File: config.mk
export PLATFORM = sky130hd
export DESIGN_NAME = bin2bcd_seq
export DESIGN_NICKNAME = d
export VERILOG_FILES = /design/src/rtl/bin2bcd_pkg.sv /design/src/rtl/bcd_add3_nibble.sv /design/src/rtl/bin2bcd_seq.sv
export SDC_FILE = /design/constraint.sdc
export NUM_CORES = 1
export LEC_CHECK = 0
export BUFFER_PORTS_ARGS = -buffer_cell sky130_fd_sc_hd__buf_2
export CORE_MARGIN = 3
export CORE_UTILIZATION = 25
export CTS_CLUSTER_DIAMETER = 30
export DETAILED_ROUTE_END_ITERATION = 8
export GPL_TIMING_DRIVEN = 0
export PLACE_DENSITY = 0.38
export SYNTH_ARGS = -nofsm -noshare
export SYNTH_HDL_FRONTEND = slang
export SYNTH_SLANG_ARGS = --single-unit
File: constraint.sdc
create_clock -name clk -period 2.4 [get_ports clk]
set_input_delay 0.36 -clock clk [delete_from_list [all_inputs] [get_ports clk]]
set_output_delay 0.36 -clock clk [all_outputs]
set_load 0.01 [all_outputs]
File: src/rtl/bin2bcd_pkg.sv
// rtl/bin2bcd_pkg.sv - shared constants, state type and helpers for bin2bcd_seq
package bin2bcd_pkg;

  localparam int BCD_NIBBLE_W   = 4;
  localparam int ADD3_THRESHOLD = 5;

  typedef enum logic {
    IDLE,
    SHIFT
  } state_t;

  // Largest value that fits in the given number of decimal digits.
  function automatic longint unsigned max_pow10_minus1(input int digits);
    longint unsigned p;
    p = 1;
    for (int i = 0; i < digits; i++) p = p * 10;
    return p - 1;
  endfunction

endpackage

File: src/rtl/bcd_add3_nibble.sv
// rtl/bcd_add3_nibble.sv - double-dabble digit correction: add 3 when the nibble is 5 or more
module bcd_add3_nibble
  import bin2bcd_pkg::*;
(
  input  logic [BCD_NIBBLE_W-1:0] i_nib,
  output logic [BCD_NIBBLE_W-1:0] o_nib
);

  assign o_nib = (i_nib >= BCD_NIBBLE_W'(ADD3_THRESHOLD)) ? i_nib + BCD_NIBBLE_W'(3) : i_nib;

endmodule

File: src/rtl/bin2bcd_seq.sv
// rtl/bin2bcd_seq.sv - sequential double-dabble binary to BCD converter, one bit per clock
// Optional macro BIN2BCD_SATURATE_EN: overflowing results show as all nines.
module bin2bcd_seq
  import bin2bcd_pkg::*;
#(
  parameter int BIN_W       = 26,
  parameter int DIGITS      = 6,
  parameter int FULL_DIGITS = 8
) (
  input  logic                         clk,
  input  logic                         rst_n,
  input  logic [BIN_W-1:0]             bin_in,
  input  logic                         in_valid,
  output logic                         in_ready,
  output logic [BCD_NIBBLE_W*DIGITS-1:0] bcd_out,
  output logic                         out_valid,
  output logic                         overflow,
  output logic                         busy
);

  localparam int ACC_W = BCD_NIBBLE_W * FULL_DIGITS;
  localparam int OUT_W = BCD_NIBBLE_W * DIGITS;
  localparam int CNT_W = (BIN_W > 1) ? $clog2(BIN_W) : 1;

  if (FULL_DIGITS < DIGITS) begin : g_bad_digits
    $error("bin2bcd_seq: FULL_DIGITS must be >= DIGITS");
  end

  state_t             r_state;
  state_t             w_state_next;
  logic [BIN_W-1:0]   r_sreg;
  logic [ACC_W-1:0]   r_acc;
  logic [CNT_W-1:0]   r_cnt;
  logic [OUT_W-1:0]   r_bcd;
  logic               r_ovf;
  logic               r_out_valid;

  logic [ACC_W-1:0]   w_adj;
  logic [ACC_W-1:0]   w_acc_shift;
  logic [OUT_W-1:0]   w_bcd_next;
  logic               w_ovf;
  logic               w_accept;
  logic               w_last;

  for (genvar g = 0; g < FULL_DIGITS; g++) begin : g_add3
    bcd_add3_nibble u_add3 (
      .i_nib (r_acc[g*BCD_NIBBLE_W +: BCD_NIBBLE_W]),
      .o_nib (w_adj[g*BCD_NIBBLE_W +: BCD_NIBBLE_W])
    );
  end

  assign w_acc_shift = {w_adj[ACC_W-2:0], r_sreg[BIN_W-1]};

  // The bit shifted out of the accumulator top also counts as lost digits.
  if (FULL_DIGITS > DIGITS) begin : g_ovf_wide
    assign w_ovf = w_adj[ACC_W-1] | (|w_acc_shift[ACC_W-1:OUT_W]);
  end else begin : g_ovf_narrow
    assign w_ovf = w_adj[ACC_W-1];
  end

`ifdef BIN2BCD_SATURATE_EN
  assign w_bcd_next = w_ovf ? {DIGITS{4'd9}} : w_acc_shift[OUT_W-1:0];
`else
  assign w_bcd_next = w_acc_shift[OUT_W-1:0];
`endif

  assign w_accept = in_valid && (r_state == IDLE);
  assign w_last   = (r_state == SHIFT) && (r_cnt == '0);

  always_ff @(posedge clk or negedge rst_n) begin
    if (!rst_n) r_state <= IDLE;
    else        r_state <= w_state_next;
  end

  always_comb begin
    w_state_next = r_state;
    case (r_state)
      IDLE:    if (in_valid) w_state_next = SHIFT;
      SHIFT:   if (r_cnt == '0) w_state_next = IDLE;
      default: w_state_next = IDLE;
    endcase
  end

  always_ff @(posedge clk or negedge rst_n) begin
    if (!rst_n) begin
      r_sreg      <= '0;
      r_acc       <= '0;
      r_cnt       <= '0;
      r_bcd       <= '0;
      r_ovf       <= 1'b0;
      r_out_valid <= 1'b0;
    end else begin
      r_out_valid <= 1'b0;
      if (w_accept) begin
        r_sreg <= bin_in;
        r_acc  <= '0;
        r_cnt  <= CNT_W'(BIN_W - 1);
      end else if (r_state == SHIFT) begin
        r_acc  <= w_acc_shift;
        r_sreg <= {r_sreg[BIN_W-2:0], 1'b0};
        r_cnt  <= r_cnt - 1'b1;
        if (w_last) begin
          r_bcd       <= w_bcd_next;
          r_ovf       <= w_ovf;
          r_out_valid <= 1'b1;
        end
      end
    end
  end

  assign in_ready  = (r_state == IDLE);
  assign busy      = (r_state == SHIFT);
  assign bcd_out   = r_bcd;
  assign overflow  = r_ovf;
  assign out_valid = r_out_valid;

endmodule

# Yosys cells after proc, flatten, opt, wreduce, memory -nomap -nowiden

Cells that the tools add are included.

Logic and storage cells: 53
Bits of input ports: 29
Register bits after elaboration: 90
Output and inout port bits: 28

$lt $le $gt $ge: 8
Muxes and demuxes: 20
Add/sub/neg operators: 9
Reductions and logical operators: 6
Bitwise logic cells: 3

Operators with widths:

| operator              | number |
|---|---|
| $mux W32              | 2 |
| $mux W26              | 2 |
| $add A4 B2 Y4 const B | 8 |
| $ge A4 B3 Y1 const B  | 8 |
| $mux W4               | 8 |
| $mux W5               | 2 |
| $reduce_or A8 Y1      | 1 |
| $logic_not A5 Y1      | 1 |
| $mux W1               | 5 |
| $sub A5 B1 Y5 const B | 1 |
| $reduce_and A3 Y1     | 1 |
| $logic_and A1 B1 Y1   | 2 |
| $not A1 Y1            | 2 |
| $pmux W1 S2           | 1 |
| $reduce_bool A2 Y1    | 1 |
| $or A1 B1 Y1          | 1 |

# Logic depth before layout (Yosys ltp)

Gate-level depths: netlist of the first run.

Word-level depth: 5
Depth in mapped cells: 8
Mapped depth without buffers: 7

# Modules after synthesis

From an unflattened synthesis of the first run, not the netlist that was laid out.

Cell total of the unflattened synthesis: 398
Area total of the unflattened synthesis: 4365.4 µm²

By module, submodules not included:

| module          | area each (µm²) | instances | seq. area each (µm²) | cells an instance |
|---|---|---|---|---|
| bin2bcd_seq     | 3554.7          | 1         | 2252.2               | 270 |
| bcd_add3_nibble | 101.3           | 8         | 0.0                  | 16 |

# Worst setup path after synthesis of the first run

No wires, ideal clock.

Path type: register to register
Start: register r_acc[28]
End: register r_ovf (netlist: overflow)
Data arrival time: 1.575 ns
Period minus slack after synthesis: 1.701 ns
Library setup time: 0.126 ns
Stages on the path, launching flop included: 8
Path buffers: 0
Path slack: 0.699 ns
Required time: 2.274 ns
Cells stage by stage: dfrtp_1 -> inv_1 -> ha_1 -> nand2b_1 -> a21oi_1 -> mux2i_1 -> nand3_1 -> o32a_1

Word-level cells in the longest chain between the ends: 4
Elaborated cells between the ends (all ways): 5
Classes of those cells: 1 x add/sub; 1 x order compare; 1 x mux; 1 x bitwise; 1 x reduce/logical

Ends and longest elaborated chain:

| element                                              | RTL line             | text |
|---|---|---|
| start: declaration                                   | bin2bcd_seq.sv:32    | `logic [ACC_W-1:0] r_acc;` |
| start signal: assignment                             | bin2bcd_seq.sv:99    | `r_acc <= w_acc_shift;` |
| $add A4 B2 Y4 / $ge A4 B3 Y1 (equally long branches) | bcd_add3_nibble.sv:9 | `assign o_nib = (i_nib >= BCD_NIBBLE_W'(ADD3_THRESHOLD)) ? i_nib + BCD_NIBBLE_W'(3) : i_nib;` |
| $mux W4 *                                            | bcd_add3_nibble.sv:9 |  |
| $reduce_or A8 Y1                                     | bin2bcd_seq.sv:56    | `assign w_ovf = w_adj[ACC_W-1] \| (\|w_acc_shift[ACC_W-1:OUT_W]);` |
| $or A1 B1 Y1 *                                       | bin2bcd_seq.sv:56    |  |
| end signal: assignment                               | bin2bcd_seq.sv:104   | `r_ovf <= w_ovf;` |
| end: declaration                                     | bin2bcd_seq.sv:35    | `logic r_ovf;` |

Mark *: on every way between the ends. The rest lies on a longest branch, timed or not.
A chain may end at the register's enable or synchronous reset.

# Final worst setup path of the first run

Start: register r_state (netlist: busy)
End: output port in_ready

Word-level cells in the longest chain between the ends: 1

Ends and longest elaborated chain:

| element                  | RTL line          | text |
|---|---|---|
| start: declaration       | bin2bcd_seq.sv:29 | `state_t r_state;` |
| start signal: assignment | bin2bcd_seq.sv:72 | `else r_state <= w_state_next;` |
| $not A1 Y1               | --                |  |
| end: declaration         | bin2bcd_seq.sv:14 | `output logic in_ready,` |

Every way passes these cells.

==> metrics.cfg, run 1 <==
[outcome]
status = finished, final reports clean

[synthesis]
ys_types = 30
synthCells = 441
syn_area_per_cell_um2 = 10.1
synthMuxAreaShare_pct = 10.0
synth_warnings = 0
yosys.area.top_type = dfrtp_1
syn-cell-area_um2 = 4430
synthTopCellsByArea = dfrtp_1 (51%), o21ai_0 (7.3%), mux2i_1 (7.2%), nand2_1 (5.7%), ha_1 (4.8%)
synth_compound_area_share_pct = 14.6
synth_xor_area_share_pct = 2.17
synth_top_area_share_pct = 50.8
synth-simple-area-share_pct = 13.6
synth-adder-area-share_pct = 4.80
synth-seq-cells = 90
synth_top_family_by_area = compound AO/OA/AOI/OAI gates
yosysSeqAreaShare_pct = 50.8
syn_nets = 487

[die]
pin_count = 57
fp-row-count = 48
die_width_um = 139
die_h_um = 139
dieArea_um2 = 19400
core_area_um2 = 17400
start_util_pct = 25.5

[global_route]
grt_max_degree = 60
grt_antenna_before_repair = 0
grt_remaining_overflow = 0
grt_pass1_wl_mm = 19.4
track_usage_pct = 12.7
grt_pass1_vias = 3491

[drt]
wl_per_cell_um = 15.7
drt_iter0_markers = 140
wl_mm = 11.6
dr.pass1.iters = 4
avgViaCountPerCell = 4.57
drcViolationCount = 0
num_vias = 3368
ant_nets = 0

[clocking]
clk_pin_slew_ns = 0.06
cts_tree = built
clock-sinks = 90
clock_path_buffers = 2
postCtsSetupBuffers = 0
htree_num_levels = 3
cts_inserted_buffers = 9
clk_latency_ns = 0.35
root_buffer = clkbuf_16

[setup_path]
cp_common_cell = buf_2
slowest_delay_ns = 0.49
arrival_ns = 1.87
crit_type = reg2out
crit_required_ns = 2.04
cp-end-kind = output pin
cp-start-kind = register
crit_fanout = 10
crit_chain = buf_2 > inv_1 > clkbuf_1 > buf_2
slowest_stage = clkbuf_1

[timing]
skew_ns = 0.00650
grt_setup_unrepaired = false
setup_ws_ns = 0.168
drv_slew = 0
finalSetupViolations = 0
fmax_mhz = 448
timing.final.crit_share_pct = 93.0
setup_tns_ns = 0
worst_pin_slew_ns = 0.698
hold_viol = 0
slew_headroom_pct = 53.5
fin_crit_ns = 2.23

[finish]
insertedDiodeCount = 0
multiInputGateArea_um2 = 2000
fillers = 1824
final_net_count = 555
syn_to_final_growth_pct = 20.4
layout.cells.non_filler = 737
drive_above_1_share_pct = 18.2
seq_area_um2 = 2250

[pwr]
p_per_area_nw_per_um2 = 1320
cellLeakagePower_nw = 2.54
power_mw = 7.03
ir_drop_mv = 0.440

[placement]
dpl.cell_count = 722
gp_congestion = 0.754
port_buffers = 55
dp_hpwl_mm = 8.01
pre_cts_ws_ns = 0.387

[hold_path]
hold_class = in2reg

[flow_run]
drv_cap = 0

cells in the mapped netlist:
cell type and n:
o31ai_1 8, and2_1 5, mux2i_1 32, nor3b_1 10, buf_6 1, a31oi_1 1, buf_2 7, inv_4 1
a21oi_2 1, nand3b_4 1, nor3_1 5, dfrtp_1 90, a21o_1 6, nor2_1 9, o32a_1 1, clkbuf_1 12
inv_1 19, buf_1 3, mux2_2 11, nor3b_4 1, a22o_1 7, nand2_1 67, xnor2_1 11, ha_1 17
or3_1 7, a21oi_1 26, o21ai_0 65, nand2b_1 13, nand3_1 3, or2_2 1
layer usage:
| layer | vias up | wire length (um) | part of all wire, % | global-route usage [%] |
|---|---|---|---|---|
| met3 | 11 | 633 | 5.5 | 3.93 |
| met4 | 0 | 154 | 1.3 | 3.71 |
| met1 | 1632 | 5590 | 48 | 16.9 |
| met2 | 74 | 5200 | 45 | 20.1 |
| li1 | 1651 | - | - | - |
| met5 | - | 0 | 0 | 0 |
layout make-up:
class	count	share of cell area, %
timing repair buffer	57	5.91
sequential	90	42.2
inverter	20	1.45
clock inverter	3	1.22
tap	225	5.27
clock buffer	11	4.55
buffer	23	1.92
multi-input combinational	308	37.5
logic make-up after synthesis:
| family | count (synthesis) |
|---|---|
| compound gates | 115 |
| xor+xnor | 11 |
| fa+ha+maj | 17 |
| buf+inv | 43 |
| flops | 90 |
| mux | 43 |
| simple gates | 122 |
flip-flops by register name, summed over array words and instances (netlist names):
signal and cells:
bcd_out 24, r_cnt 5, out_valid 1, r_acc 32, busy 1, overflow 1, r_sreg 26
final timing paths:
path                              from  slack, ns           to  cells after the start
min reg2reg                bcd_out[15]       0.47  bcd_out[15]                      2
max                               busy       0.17     in_ready                      4
min in group asynchronous        rst_n       0.51    r_acc[25]                      2
max reg2reg                   r_cnt[0]       0.40  bcd_out[18]                      7
max in group asynchronous        rst_n       1.21  bcd_out[16]                      3
min                          bin_in[0]       0.27    r_sreg[0]                      3
worst max-delay path: cells and delay by family, from the launching register on:
kind	cells	cell delay [ns]
buf+inv	4	1.12
flops	1	0.40
layout by cell type, fill, tap and decap left out, types with 10 or more instances in the layout:
cell type	synthesis	layout
nor3b_1	10	10
o21ai_0	65	65
nand2_1	67	67
dfrtp_1	90	90
clkbuf_1	12	13
nand2b_1	13	13
a21oi_1	26	26
inv_1	19	19
mux2_2	11	11
buf_2	7	61
ha_1	17	17
xnor2_1	11	11
mux2i_1	32	32
power breakdown:
group | total, mW | internal (mW) | leakage, nW | switching, mW
combinational | 2.86 | 1.27 | 1.24 | 1.59
sequential | 2.65 | 2.16 | 1.15 | 0.484
clock | 1.52 | 0.928 | 0.151 | 0.595
through the flow:
step | hold slack (ns) | area (um^2) | utilization, %
floorplan | 0.0644 | 4430 | -
global placement | 0.459 | 4990 | 28.8
detailed placement | 0.350 | 5020 | 28.9
CTS | 0.270 | 5340 | 30.8
global route | 0.294 | 5340 | 30.8
finish | 0.275 | 5340 | 30.8
timing repair:
item / 4_1_cts / 5_1_grt
hold buffers: 1 / 0
gates resized for setup: 0 / 0
hold endpoints to repair: 31 / 0
Note: power is estimated with default switching activity, not from simulation.
==> inputs of run 2 (changes only) <==
--- a/config.mk
+++ b/config.mk
@@ -7,11 +7,12 @@
 export LEC_CHECK = 0
 export BUFFER_PORTS_ARGS = -buffer_cell sky130_fd_sc_hd__buf_2
 export CORE_MARGIN = 3
-export CORE_UTILIZATION = 25
+export CORE_UTILIZATION = 40
 export CTS_CLUSTER_DIAMETER = 30
 export DETAILED_ROUTE_END_ITERATION = 8
 export GPL_TIMING_DRIVEN = 0
-export PLACE_DENSITY = 0.38
+export PLACE_DENSITY = 0.58
+export REMOVE_ABC_BUFFERS = 1
 export SYNTH_ARGS = -nofsm -noshare
 export SYNTH_HDL_FRONTEND = slang
 export SYNTH_SLANG_ARGS = --single-unit
==> constraint.sdc (replaced) <==
create_clock -name clk -period 1.9 [get_ports clk]
set_input_delay 0.285 -clock clk [delete_from_list [all_inputs] [get_ports clk]]
set_output_delay 0.285 -clock clk [all_outputs]
set_load 0.01 [all_outputs]
==> metrics.cfg, run 2 (synthesis results as in run 1) <==
[setup_path]
arrival_ns = 2.06  ; was 1.87 ns
crit_fanout = 4  ; was 10
cp-start-kind = register  ; unchanged
cp-end-kind = register  ; was output pin
crit_type = reg2reg  ; was reg2out
crit_required_ns = 2.15  ; was 2.04 ns
r2r_slack_ns = 0.09  ; was 0.40 ns

[timing]
hold_viol = 0  ; unchanged
worst_pin_slew_ns = 0.775  ; was 0.698 ns
timing.final.crit_share_pct = 95.3
drv_slew = 0  ; unchanged
slew_headroom_pct = 48.3  ; was 53.5%
skew_ns = 0.00987  ; was 0.00650 ns
fin_hold_ws_ns = 0.176  ; was 0.275 ns
fin_crit_ns = 1.81
finalSetupViolations = 0  ; unchanged
fmax_mhz = 553

[clocking]
root_buffer = clkbuf_8  ; was clkbuf_16
clk_pin_slew_ns = 0.09  ; was 0.06 ns
cts_tree = built  ; unchanged
clk_latency_ns = 0.36  ; was 0.35 ns
clock-sinks = 90  ; unchanged
cts_inserted_buffers = 9  ; unchanged
htree_num_levels = 3  ; unchanged
clock_path_buffers = 2  ; unchanged

[placement]
port_buffers = 56  ; was 55
dp_hpwl_mm = 5.55  ; was 8.01 mm
dpl.cell_count = 612  ; was 722
gp_congestion = 0.791  ; was 0.754

[drt]
dr_wl_met2_mm = 4.52  ; was 5.20 mm
met1_length_mm = 4.24  ; was 5.59 mm
wl_met3_um = 680  ; was 633 um
dr.pass1.iters = 4  ; unchanged
wl_mm = 9.50  ; was 11.6 mm
highest-signal-layer = met4  ; unchanged
drcViolationCount = 0  ; unchanged
num_vias = 3267  ; was 3368
avgViaCountPerCell = 5.14  ; was 4.57
drt_iter0_markers = 164  ; was 140
wl_per_cell_um = 14.9  ; was 15.7 um
ant_nets = 0  ; unchanged

[global_route]
grt_pass1_wl_mm = 16.2  ; was 19.4 mm
grt_pass1_vias = 3350  ; was 3491
track_usage_pct = 16.0  ; was 12.7%
grt_max_degree = 70  ; was 60
grt_antenna_before_repair = 0  ; unchanged
grt_remaining_overflow = 0  ; unchanged

[pwr]
sequentialPowerShare_pct = 41.2  ; was 37.7%
ir_drop_mv = 0.603  ; was 0.440 mV
cellLeakagePower_nw = 2.50  ; was 2.54 nW
switching_power_mw = 3.25  ; was 2.67 mW
combPwrFrac_pct = 44.0  ; was 40.7%
p_clk_share_pct = 14.8  ; was 21.7%
switching_share_pct = 39.7  ; was 37.9%
p_per_area_nw_per_um2 = 1590  ; was 1320 nW/um^2
internal_power_mw = 4.94  ; was 4.36 mW

[flow_run]
drv_cap = 0  ; unchanged

[outcome]
status = finished, final reports clean  ; unchanged

[finish]
layout.cells.non_filler = 636  ; was 737
regMostFlops = r_acc  ; unchanged
syn_to_final_growth_pct = 16.4  ; was 20.4%
final_net_count = 541  ; was 555
fillers = 1004  ; was 1824
final_common_cell = dfrtp_1  ; unchanged
largest_reg_flops = 32  ; unchanged
insertedDiodeCount = 0  ; unchanged
drive_above_1_share_pct = 20.8  ; was 18.2%
final_cell_mix = dfrtp_1 (89), nand2_1 (67), o21ai_0 (65), buf_2 (54), mux2i_1 (32)  ; was dfrtp_1 (90), nand2_1 (67), o21ai_0 (65), buf_2 (61), mux2i_1 (32)

[die]
fp-row-count = 37  ; was 48
pin_count = 57  ; unchanged
start_util_pct = 42.0  ; was 25.5%
core_area_um2 = 10600  ; was 17400 um^2
die_width_um = 111  ; was 139 um
dieArea_um2 = 12400  ; was 19400 um^2
die_h_um = 111  ; was 139 um

[hold_path]
hold_class = in2reg  ; unchanged

-- run 2: changes by cell type in the layout (fill, tap and decap cells not counted), sizes merged, moves of 2 or more --
cell	before	now
bufinv	2	0
clkbuf	23	11
clkinvlp	0	2
buf	67	62
clkinv	1	4
-- run 2: area by class of cell --
cell class	count	area (um^2)	area share, %
clock buffers	10	138	2.67
flip-flops and latches	90	2260	43.7
well taps	136	170	3.30
multi-input cells	309	2040	39.6
clock inverters	6	40.0	0.776
inverters	20	91.3	1.77
repair buffers	65	420	8.15
-- run 2: power by group through the flow --
stage	combinational [mW]	clock [mW]	sequential [mW]
2_1_floorplan	2.40	0	3.43
3_3_place_gp	3.24	0	3.46
3_5_place_dp	3.47	0	3.38
4_1_cts	3.59	1.27	3.36
5_1_grt	4.18	1.35	3.51
6_report	3.60	1.21	3.37
-- run 2: critical path, cell delays in order, from the launching register on --
cell and delay (ns):
dfrtp_1 0.42, inv_1 0.08, ha_2 0.20, nor3b_4 0.28
nand3b_4 0.19, a21oi_2 0.15, nand3_1 0.09, o32a_1 0.29
-- run 2: final timing paths --
path,start,end,cells past startpoint
min in group asynchronous,rst_n,r_acc[10],2
worst max register to register,r_cnt[0],overflow,7
max in group asynchronous,rst_n,busy,3
worst max-delay path,r_cnt[0],overflow,7
worst min register to register,bcd_out[0],bcd_out[0],2
worst min-delay path,bin_in[0],r_sreg[0],3
-- run 2: layer usage --
metal / up-vias / global-route usage, %
li1: 1622 / -
met1: 1563 / 20.4
met2: 77 / 26.3
met3: 5 / 5.90
met4: 0 / 3.16
met5: - / 0
-- run 2: through the flow --
step	cell area, um^2	setup TNS (ns)	utilization (%)	worst slack (ns)	power (mW)
floorplan	4330	-57.91	-	-1.08	5.83
global placement	4780	-181.77	45.3	-2.39	6.70
detailed placement	4840	-8.68	45.9	-0.615	6.85
CTS	5110	0	48.4	0.00405	8.22
global route	5160	-0.00377	48.9	-0.00368	9.03
finish	5160	0	48.9	0.0901	8.19
-- run 2: timing repair --
item	in CTS	in global routing
setup endpoints to repair	27	18
gates cloned	2	0
resized for setup	4	8
buffers inserted	3	2
pin swaps	1	2
hold buffers	1	0
hold endpoints to repair	21	0
